--- src/rtl/sipo_sb_pkg.sv ---
// Shared definitions for the serial-bus deserialiser.
// Holds parameter defaults and the counter-width helper.
package sipo_sb_pkg;

   localparam int WIDTH_DEF     = 384;
   localparam bit LSB_FIRST_DEF = 1'b1;

   // Bit-counter width: enough bits to count 0..w-1.
   function automatic int sb_cnt_width(input int w);
      return (w > 2) ? $clog2(w) : 1;
   endfunction

endpackage

--- src/rtl/sipo_shift_core_sb.sv ---
// Serial shift register and bit counter for the SB deserialiser.
// Flags the cycle in which the last bit of a frame is sampled.
module sipo_shift_core_sb
   import sipo_sb_pkg::*;
#(
   parameter int WIDTH     = WIDTH_DEF,
   parameter bit LSB_FIRST = LSB_FIRST_DEF,
   localparam int CW       = sb_cnt_width(WIDTH)
) (
   input  logic             clk_i,
   input  logic             rst_ni,
   input  logic             en_i,
   input  logic             dat_i,
   input  logic             clr_i,
   output logic [WIDTH-1:0] word_o,
   output logic             done_o,
   output logic [CW-1:0]    cnt_o
);

   localparam logic [CW-1:0] LAST = CW'(WIDTH - 1);

   logic [WIDTH-1:0] sr_q, sr_d, sr_sh;
   logic [CW-1:0]    cnt_q, cnt_d;

   // Shifted value including the incoming bit; also the completed word.
   always_comb begin
      if (LSB_FIRST) begin
         sr_sh = {dat_i, sr_q[WIDTH-1:1]};
      end else begin
         sr_sh = {sr_q[WIDTH-2:0], dat_i};
      end
   end

   // Clear wins over shift; the counter wraps on the last bit of a frame.
   always_comb begin
      sr_d   = sr_q;
      cnt_d  = cnt_q;
      done_o = 1'b0;
      if (clr_i) begin
         sr_d  = '0;
         cnt_d = '0;
      end else if (en_i) begin
         sr_d = sr_sh;
         if (cnt_q == LAST) begin
            cnt_d  = '0;
            done_o = 1'b1;
         end else begin
            cnt_d = cnt_q + CW'(1);
         end
      end
   end

   // Shift register and counter state.
   always_ff @(posedge clk_i or negedge rst_ni) begin
      if (!rst_ni) begin
         sr_q  <= '0;
         cnt_q <= '0;
      end else begin
         sr_q  <= sr_d;
         cnt_q <= cnt_d;
      end
   end

   assign word_o = sr_sh;
   assign cnt_o  = cnt_q;

endmodule

--- src/rtl/sipo_frame_sb.sv ---
// SB serial-in/parallel-out deserialiser top level.
// Adds the holding register, valid/ready drain and sticky overflow.
module sipo_frame_sb
   import sipo_sb_pkg::*;
#(
   parameter int WIDTH     = WIDTH_DEF,
   parameter bit LSB_FIRST = LSB_FIRST_DEF,
   localparam int CW       = sb_cnt_width(WIDTH)
) (
   input  logic             CLOCK_SB,
   input  logic             RES_SB,
   input  logic             EN_SB,
   input  logic             DAT_IN_SB,
   input  logic             CLR_SB,
   output logic [WIDTH-1:0] DAT_OUT_SB,
   output logic             VLD_SB,
   input  logic             RDY_SB,
   output logic [CW-1:0]    CNT_SB,
   output logic             BUSY_SB,
   output logic             OVF_SB
);

   logic [WIDTH-1:0] word;
   logic             done;
   logic [CW-1:0]    cnt;

   logic [WIDTH-1:0] dat_q, dat_d;
   logic             vld_q, vld_d;
   logic             ovf_q, ovf_d;

   sipo_shift_core_sb #(
      .WIDTH     (WIDTH),
      .LSB_FIRST (LSB_FIRST)
   ) u_core (
      .clk_i  (CLOCK_SB),
      .rst_ni (RES_SB),
      .en_i   (EN_SB),
      .dat_i  (DAT_IN_SB),
      .clr_i  (CLR_SB),
      .word_o (word),
      .done_o (done),
      .cnt_o  (cnt)
   );

   // Load a finished word if the slot is free or draining now, else drop it.
   always_comb begin
      dat_d = dat_q;
      vld_d = vld_q;
      ovf_d = ovf_q;
      if (done) begin
         if (!vld_q || RDY_SB) begin
            dat_d = word;
            vld_d = 1'b1;
         end else begin
            ovf_d = 1'b1;
         end
      end else if (vld_q && RDY_SB) begin
         vld_d = 1'b0;
      end
      if (CLR_SB) begin
         ovf_d = 1'b0;
      end
   end

   // Holding register, valid flag and overflow flag.
   always_ff @(posedge CLOCK_SB or negedge RES_SB) begin
      if (!RES_SB) begin
         dat_q <= '0;
         vld_q <= 1'b0;
         ovf_q <= 1'b0;
      end else begin
         dat_q <= dat_d;
         vld_q <= vld_d;
         ovf_q <= ovf_d;
      end
   end

   assign DAT_OUT_SB = dat_q;
   assign VLD_SB     = vld_q;
   assign OVF_SB     = ovf_q;
   assign CNT_SB     = cnt;
   assign BUSY_SB    = (cnt != '0);

endmodule

--- config.mk ---
export PLATFORM = sky130hd
export DESIGN_NAME = sipo_frame_sb
export DESIGN_NICKNAME = d
export VERILOG_FILES = /design/src/rtl/sipo_sb_pkg.sv /design/src/rtl/sipo_shift_core_sb.sv /design/src/rtl/sipo_frame_sb.sv
export SDC_FILE = /design/constraint.sdc
export NUM_CORES = 1
export LEC_CHECK = 0
export CAP_MARGIN = 20
export CORE_MARGIN = 8
export CORE_UTILIZATION = 40
export DETAILED_ROUTE_END_ITERATION = 8
export HOLD_SLACK_MARGIN = 0.15
export SETUP_SLACK_MARGIN = 0.1
export SYNTH_ARGS = -nofsm -noshare
export SYNTH_HDL_FRONTEND = slang
export SYNTH_SLANG_ARGS = --single-unit
export TNS_END_PERCENT = 50
--- constraint.sdc ---
create_clock -name CLOCK_SB -period 2.3 [get_ports CLOCK_SB]
set_clock_uncertainty 0.15 [all_clocks]
set_input_delay 0.46 -clock CLOCK_SB [delete_from_list [all_inputs] [get_ports CLOCK_SB]]
set_output_delay 0.46 -clock CLOCK_SB [all_outputs]
set_load 0.01 [all_outputs]
# ---- After elaboration in Yosys (flattened, before gate mapping)
# Index checks and enable logic that the tools add are counted.
dict set report totals {
  reg_bits 779
  in_bits 6
  output_inout_bits 396
  word_cells 33
}
dict set report classes {
  n_addsub 1
  n_eq_ne 3
  muxes 14
  reduce_logical 10
}
# op n
set op_table {}
lappend op_table {{2-to-1 mux 384 bit} 2}
lappend op_table {{2-to-1 mux 9 bit} 3}
lappend op_table {{adder 9 x 1 -> 9 bit, second input constant} 1}
lappend op_table {{== test 9 bit, second input constant} 1}
lappend op_table {{2-to-1 mux 1 bit} 9}
lappend op_table {{nonzero test 9 bit} 1}
lappend op_table {{AND reduction 2 bit} 3}
lappend op_table {{nonzero test 2 bit} 3}
lappend op_table {{inequality test 2 x 1 -> 1 bit, second input constant} 1}
lappend op_table {{inequality test 2 bit, second input constant} 1}
lappend op_table {{logical AND 1 bit} 1}
lappend op_table {{logical NOT 1 bit} 1}
lappend op_table {{logical OR 1 bit} 1}

# ---- Logic depth before layout (Yosys ltp)
# Gate-level depths: netlist (run 1).
dict set report logic_depth {
  ltp_word 6
  ltp_mapped 7
  ltp_nobuf 5
}

# ---- Cells and area by module
# Synthesis (run 1) repeated with hierarchy kept, for this count alone.
dict set report hier_totals {
  hier_cells 2108
  hier_area_um2 31624.1
}
# module instances cells_each area_each_um2 seq_area_each_um2
set modules_own_cells {}
lappend modules_own_cells {sipo_shift_core_sb 1 1286 16001.6 9809.4}
lappend modules_own_cells {sipo_frame_sb 1 822 15622.5 9659.3}

# ---- Least setup slack after synthesis (run 1)
# OpenSTA, ideal clock, no wires.
dict set report synth_path {
  kind {register -> register}
  from {reg u_core.cnt_q[0] (netlist: u_core.cnt_o[0])}
  to {reg dat_q[10] (netlist: DAT_OUT_SB[10])}
  setup_time_ps 127
  t_arrival_ps 1809
  required_time_ps 2023
  setup_slack_ps 214
  stages_incl_launch_ff 8
  n_path_buf 2
  period_less_slack_ps 2086
  path_cell_list {dfrtp_1 > ha_1 > nand3_1 > nor3_4 > nand4b_4 > buf_6 > buf_6 > mux2_1}
}
dict set report synth_via {
  elab_chain_cells 5
}
# item line_no
set synth_lines {}
lappend synth_lines {{start: declaration} sipo_shift_core_sb.sv:23} ;# logic [CW-1:0] cnt_q, cnt_d;
lappend synth_lines {{start signal: assignment} sipo_shift_core_sb.sv:60} ;# cnt_q <= cnt_d;
lappend synth_lines {{== test 9 bit} sipo_shift_core_sb.sv:44} ;# if (cnt_q == LAST) begin
lappend synth_lines {{2-to-1 mux 1 bit} sipo_shift_core_sb.sv:44}
lappend synth_lines {{2-to-1 mux 1 bit} sipo_shift_core_sb.sv:42} ;# end else if (en_i) begin
lappend synth_lines {{2-to-1 mux 1 bit} sipo_shift_core_sb.sv:39} ;# if (clr_i) begin
lappend synth_lines {{AND reduction 2 bit (no source line)} -}
lappend synth_lines {{end signal: assignment} sipo_frame_sb.sv:72} ;# dat_q <= dat_d;
lappend synth_lines {{end: declaration} sipo_frame_sb.sv:27} ;# logic [WIDTH-1:0] dat_q, dat_d;
# Every way passes these cells.
# A chain may end at the register's enable or synchronous reset.

# ---- Worst setup path after layout (run 1)
dict set report layout_path {
  from {reg u_core.cnt_q[2] (netlist: u_core.cnt_o[2])}
  to {out BUSY_SB}
}
dict set report layout_via {
  elab_chain_cells 1
}
# item line_no
set layout_lines {}
lappend layout_lines {{nonzero test 9 bit} sipo_frame_sb.sv:82} ;# assign BUSY_SB = (cnt != '0);
lappend layout_lines {{end: declaration} sipo_frame_sb.sv:19} ;# output logic BUSY_SB,
# Every way passes these cells.

==> results.txt, run 1 <==
The flow ran to the end, and the final reports show no timing, DRC or antenna violations. For the total standard cell area after synthesis, the log shows 30200 µm². The data arrival time of the worst path came out at 1.68 ns. The run gives 20.7 nW as the leakage power. The post-layout instance count excluding filler cells was 3587; the clock-pin slew of the registers on the worst-case setup and hold paths was 0.06 ns.

On the worst path, the slowest cell contributes a delay of 0.49 ns. On the critical path, the stage with the largest delay is an instance of sky130_fd_sc_hd__dfrtp_1. The critical path goes through nor4b_4 -> nand2_2 -> buf_6. Setup repair after global routing could not meet its margin everywhere. The via density per instance is 4.93, and the fraction of layout instances using a drive strength above 1 is 0.227. The first global-routing pass estimated 114000 µm of wire. The max capacitance violation total is 0.

The overall track demand over capacity in global routing was 0.165. IR analysis of the VDD net gives a maximum drop of 430 µV. In the final routed layout, each cell accounts on average for 19.8 µm. The post-synthesis instance total is 2102, and the number of DRC violations after detailed routing is 0. Counting along the longest clock path gives a buffer depth of 3. The logs give 0 for the final-report hold violation count and 3 for the H-tree level count. The repair_antennas step left the layout with diodes totalling 0. The detail route stage leaves a number of antenna-violating nets equal to 0. The worst-margin pin slew works out to 0.818 ns. The final count of pins violating max slew was 0; the final cycle utilization of the critical path was 0.997. The worst path needs 2.29 ns of the cycle, external delays included.

The path class of the tightest hold or removal check is in -> async. Count of boundary I/O pins: 402. Once detailed placement completed, the half-perimeter wirelength came to 47300 µm.

The tools report the critical path endpoint category as a primary output. For this run the aggregate overflow at the end of global routing stands at 0. After detailed placement, the total cell area comes to 35700 µm².

After floorplanning, the core was divided into 100 placement rows. The maximum number of pins on one net before global-route repair came out at 156. Averaged over all synthesized cells, the footprint is 14.4 µm². After floorplanning, the core was sized to cover 74600 µm².

TritonCTS built the clock tree. The die area was 84500 µm²; the die span in x was 291 µm. The logs give 1 for the number of antenna violations at the first check in global routing and 0.62 ns for the insertion delay of the later-clocked pin in the worst-skew pair. STA classifies the critical path startpoint as a flop. For the portion of the post-synthesis area used by sequential elements, the log shows 0.645.

In this run, placement finished with an instance count of 3430. The wire length reported by the detailed router is 70900 µm. Number of port buffers: 401. The number of cells on the worst reg-to-reg path is 8.

The Yosys step of the flow raised 0 warnings. The power per unit of standard cell area is 735 nW/µm². The final layout net count was 2560; the number of buffers created by CTS was 83. Clock tree synthesis selected as its root buffer the cell sky130_fd_sc_hd__clkbuf_16.

Summing all non-filler instances in the final layout gives an area of 38500 µm². For the worst setup path, the data required time is 1.69 ns. From bottom edge to top edge, the die measures 291 µm. The library cell used most frequently in the layout, excluding fill and tap cells, is sky130_fd_sc_hd__dfrtp_1. Counting every net in the synthesized netlist gives 2110.

The tools report the worst hold margin as 0.173 ns. Setup violations remaining at the end of the flow were counted as 0. Clock tree synthesis found a total of 778 sinks. The filler cells instantiated in the layout total 6356. The number of global-route vias before repair was 19100; the reg2reg setup slack was 0.09 ns.

The via count of the routed design is 17700, and the growth of design area from synthesis to finish is 27.4%. Of all nets on the critical path, the largest fanout is 7. Worst slew slack as a fraction of its limit: 0.454. Power comes to 28.3 mW.

The fmax came out at 436 MHz. The worst setup path is of the reg -> out kind. The number of storage elements in the synthesis netlist was 778.

Before antenna repair, the detailed router went through 5 iterations. The synthesized netlist contains 31 unique library cells. Leaving out fill and tap cells, the most frequent cells in the layout are sky130_fd_sc_hd__dfrtp_1, sky130_fd_sc_hd__nor2_1, sky130_fd_sc_hd__mux2i_1.

The starting density of the core was 0.405; the global placement routability congestion was 0.769. By area the synthesized netlist is led by sky130_fd_sc_hd__dfrtp_1, sky130_fd_sc_hd__mux2_2, sky130_fd_sc_hd__mux2i_1. The share of the synthesized area in the top cell type came out at 0.645. The logs give 889 for the iteration-0 DRC count of the detailed router and 0 ns for the sum of negative setup slack. sky130_fd_sc_hd__dfrtp_1 takes more of the synthesized area than any other cell.
-- through the flow --
step / worst slack (ns) / util
after detailed placement: -0.0785 / 0.479
after global placement: -0.0243 / 0.479
final: 0.00606 / 0.516
after CTS: -0.116 / 0.514
after floorplan: 0.214 / -
after global routing: -0.0505 / 0.516
-- cell usage after synthesis (all sizes together) --
cell type,number
a221oi,1
clkbuf,45
o2111ai,1
a211oi,1
nand3b,1
nand2b,2
mux2i,383
dfrtp,778
or3,2
nor4b,1
inv,2
buf,85
nor2,385
nand3,3
or4b,3
o31ai,2
nor4,1
nand4b,1
nand2,4
mux2,384
nor3,1
o32ai,1
a21oi,3
o21ai,5
ha,2
nand4,2
xor2,3
-- power by group --
group | internal, mW | switching, mW | total (mW)
Combinational | 0.283 | 0.610 | 0.893
Clock | 8.12 | 5.55 | 13.7
Sequential | 13.7 | 0.00475 | 13.7
-- logic make-up after synthesis --
| logic type | after synthesis | synth area share |
|---|---|---|
| DFF | 778 | 0.645 |
| xor gates and xnor gates | 3 | 0.000870 |
| AOI/OAI and AO/OA | 14 | 0.00294 |
| muxes | 767 | 0.270 |
| buffers and inverters | 132 | 0.0271 |
| adders and majority gates | 2 | 0.000829 |
| and+or+nand+nor | 406 | 0.0534 |
-- metal layers --
metal,track usage,routed length [µm]
met5,0,0
met4,0.0403,1070
met3,0.0412,3710
met2,0.273,34300
met1,0.217,31800
-- final cells by class --
cell class	instances	area (µm²)	share of cell area
multi-input combinational	1192	9950	0.259
inverter	2	7.51	0.000195
tap	969	1210	0.0315
sequential	778	19500	0.506
clock inverter	29	390	0.0101
clock buffer	122	2450	0.0636
timing repair buffer	495	4990	0.130
-- worst max-delay path: cells and delay by family (launching register included) --
family / cells / cell delay (ns)
and+or+nand+nor: 2 / 0.44
DFF: 1 / 0.49
buffers and inverters: 1 / 0.14
-- worst paths after layout --
path                                                  start                            to
worst max-delay path            u_core.cnt_o[2]$_DFFE_PN0P_                       BUSY_SB
worst min-delay path                                 RES_SB  u_core.sr_q[298]$_DFFE_PN0P_
worst max register to register  u_core.cnt_o[0]$_DFFE_PN0P_   DAT_OUT_SB[146]$_DFFE_PN0P_
worst min register to register   DAT_OUT_SB[10]$_DFFE_PN0P_    DAT_OUT_SB[10]$_DFFE_PN0P_
max in group asynchronous                            RES_SB    DAT_OUT_SB[72]$_DFFE_PN0P_
min in group CLOCK_SB            DAT_OUT_SB[10]$_DFFE_PN0P_    DAT_OUT_SB[10]$_DFFE_PN0P_
-- registers in the layout, indices dropped and copies added (netlist names) --
name          cells
u_core.cnt_o      9
DAT_OUT_SB      384
VLD_SB            1
u_core.sr_q     383
OVF_SB            1
-- timing repair --
action                     4_1_cts  5_1_grt
setup endpoints to repair      250      414
pin swaps                        2        2
hold endpoints to repair       288        0
resized for setup              261       24
setup buffers                    2        0
hold buffers                     4        0
No activity file was read; power rests on OpenSTA's default activity.
==> inputs of run 2 (changes only) <==
--- a/config.mk
+++ b/config.mk
@@ -8,7 +8,8 @@
 export CAP_MARGIN = 20
 export CORE_MARGIN = 8
-export CORE_UTILIZATION = 40
+export CORE_UTILIZATION = 50
 export DETAILED_ROUTE_END_ITERATION = 8
 export HOLD_SLACK_MARGIN = 0.15
+export PLACE_DENSITY = 0.74
 export SETUP_SLACK_MARGIN = 0.1
 export SYNTH_ARGS = -nofsm -noshare
--- a/constraint.sdc
+++ b/constraint.sdc
@@ -3,3 +3,3 @@
 set_input_delay 0.46 -clock CLOCK_SB [delete_from_list [all_inputs] [get_ports CLOCK_SB]]
 set_output_delay 0.46 -clock CLOCK_SB [all_outputs]
-set_load 0.01 [all_outputs]
+set_load 0.05 [all_outputs]
==> run 2 against run 1 <==
Against the previous run: sequential cell count did not move; sequential share of layout area is 0.67 points higher; combinational power is essentially flat; sequential power is essentially flat; register-to-register slack is essentially flat; hold slack improved by 0.075 ns; die area fell by 19%; power down 3.1%; clock-buffer cell count down 5; global-route usage increased by 3.5 points; largest cell class unchanged.
==> results.txt, run 2 (synthesis gave the netlist of run 1 again) <==
The run finished with clean final reports. In the final design database the tool counted 2554 nets. The min-delay analysis places its worst path in the category in -> async.

The logs give 68500 µm² for the die area and 0 for the number of DRC violations after detailed routing. The number of buffers created by CTS came out at 79. Data arrives at the worst endpoint at 1.68 ns. The core outline area was 60000 µm²; the number of cell rows was 90. The number of antenna violations at the first check in global routing was 0. The count of nets left with antenna violations once routing finished came out at 0. The fraction of layout instances using a drive strength above 1 works out to 0.241.

The filler cells instantiated in the layout total 4527. Commonest non-fill, non-tap cell in the layout: sky130_fd_sc_hd__dfrtp_1. Setup total negative slack on the finished layout was measured at 0 ns. The first-pass detailed-route iteration total is 5, and the number of flip-flops under the largest register name is 384. The tools report the final-report hold violation count as 0. The final cycle utilization of the critical path was 0.994. Entering global routing, the biggest net connects 189 pins.

In this run the worst path has a maximum fanout of 2. The tools report the critical path startpoint category as a flop. The logs give 0.199 for the overall track demand over capacity in global routing and 567 µV for the peak ir drop on the vdd network.

The number of antenna repair diodes came out at 0. The worst setup path is captured at a primary output. The die is 262 µm wide. The time the worst path needs with I/O delays and setup is 2.29 ns, and the wire length of the first global-routing pass is 110000 µm. The worst slew slack as a fraction of its limit was 0.364; the average wire length per cell after detail routing was 20.4 µm.

The routed design has 69000 µm of wire. Clock-pin slew was measured on the worst setup and hold paths at 0.06 ns. Setup repair after global routing could not meet its margin everywhere. The analysis attributes to cell leakage a power of 21.0 nW. The clock passes through at most 3 buffers. CTS saw 778 sinks. Compared with the post-synthesis result, the final layout area differs by 25.8%. Hold timing on the final database bottoms out at a slack of 0.248 ns. The run gives 0.60 ns as the insertion delay of the later-clocked pin in the worst-skew pair. The number of port buffers was 401. Setup violations remaining at the end of the flow were counted as 0.

The clock tree synthesis step divided the H-tree into 3 levels. The utilization after layout is 0.633. The worst setup path is of the reg -> out kind.

The count of boundary I/O pins came out at 402. Derived from the worst setup path, the maximum achievable clock frequency is 438 MHz. After detailed routing, the number of vias per cell comes to 5.31. Max-cap violations in this run came to 0.

At the end of routability-driven placement, the weighted congestion stood at 0.825. CTS placed an instance of sky130_fd_sc_hd__clkbuf_16 at the clock tree root. Global routing finished with a remaining overflow of 0. The die is 262 µm tall. The library cells used most frequently in the layout, excluding fill and tap cells, are sky130_fd_sc_hd__dfrtp_1, sky130_fd_sc_hd__nor2_1, sky130_fd_sc_hd__mux2i_1. Dividing total power by cell area gives a power density of 720 nW/µm². TritonCTS built the clock tree. The final count of pins violating max slew was 0; the HPWL reported at the end of detailed placement was 45600 µm. The starting density of the core was 0.503; the number of global-route vias before repair was 19300.

The iteration-0 DRC count of the detailed router is 962, and the worst-margin pin slew is 0.954 ns. The via count of the routed design was 18000; the required time of the critical path was 1.69 ns.
==> run 2: changes by cell type in the layout (fill, tap and decap cells not counted), sizes merged, moves of 2 or more <==
cell,before,now
dlygate4sd2,248,295
clkbuf,122,125
clkdlybuf4s15,1,76
clkinv,18,16
buf,94,109
clkdlybuf4s50,148,2
==> run 2: worst max-delay path: stages, from the launching register on <==
cell	delay, ns
sky130_fd_sc_hd__dfrtp_2	0.41
sky130_fd_sc_hd__inv_2	0.09
sky130_fd_sc_hd__ha_4	0.13
sky130_fd_sc_hd__nor4b_4	0.18
sky130_fd_sc_hd__nand2_1	0.10
sky130_fd_sc_hd__buf_6	0.16
==> run 2: stage by stage <==
step	std cells	total power [mW]	worst slack (ns)	cell area (µm²)
final	3390	27.4	0.0144	38000
after detailed placement	3236	14.8	-0.0654	35400
after floorplan	2102	14.4	0.109	30200
after CTS	3387	27.7	0.00722	37800
after global placement	3236	14.8	-0.0633	35400
after global routing	3390	28.3	-0.0412	38000
==> run 2: path summary, 6_finish.rpt <==
path,from,endpoint,slack [ns],depth (start not counted)
worst max-delay path,u_core.cnt_o[0]$_DFFE_PN0P_,BUSY_SB,0.01,5
worst min-delay path,RES_SB,DAT_OUT_SB[85]$_DFFE_PN0P_,0.25,2
worst max register to register,u_core.cnt_o[1]$_DFFE_PN0P_,DAT_OUT_SB[20]$_DFFE_PN0P_,0.10,8
worst min register to register,OVF_SB$_DFFE_PN0P_,OVF_SB$_DFFE_PN0P_,0.34,2
max in group asynchronous,RES_SB,u_core.sr_q[147]$_DFFE_PN0P_,0.89,3
min in group CLOCK_SB,OVF_SB$_DFFE_PN0P_,OVF_SB$_DFFE_PN0P_,0.34,2
==> run 2: report_power, final <==
group / internal [mW] / leakage (nW) / switching (mW)
registers: 13.7 / 10.9 / 0.00496
clock network: 7.57 / 1.28 / 5.21
logic: 0.282 / 8.87 / 0.614
total: 21.5 / 21.0 / 5.83
==> run 2: final cells by class <==
| type | count | area (µm²) | share of cell area |
|---|---|---|---|
| clock inverter | 26 | 272 | 0.00715 |
| tap | 782 | 978 | 0.0258 |
| inverter | 2 | 7.51 | 0.000198 |
| multi-input combinational | 1192 | 10100 | 0.265 |
| clock buffer | 117 | 2320 | 0.0612 |
| sequential | 778 | 19500 | 0.513 |
| timing repair buffer | 493 | 4850 | 0.128 |
==> run 2: metal layers <==
metal | routed length (µm) | GRT usage | vias to the layer above
met5 | 0 | 0 | -
met4 | 1620 | 0.0638 | 0
met3 | 3580 | 0.0415 | 94
met2 | 33800 | 0.329 | 398
met1 | 30000 | 0.264 | 9430
li1 | - | - | 8081
==> run 2: timing repair <==
item,in CTS,in global routing
endpoints found under the hold margin,494,0
cloned,0,2
resized for setup,465,66
endpoints found under the setup margin,378,271
hold buffers,3,0
setup buffers,5,1
pin swaps,1,2
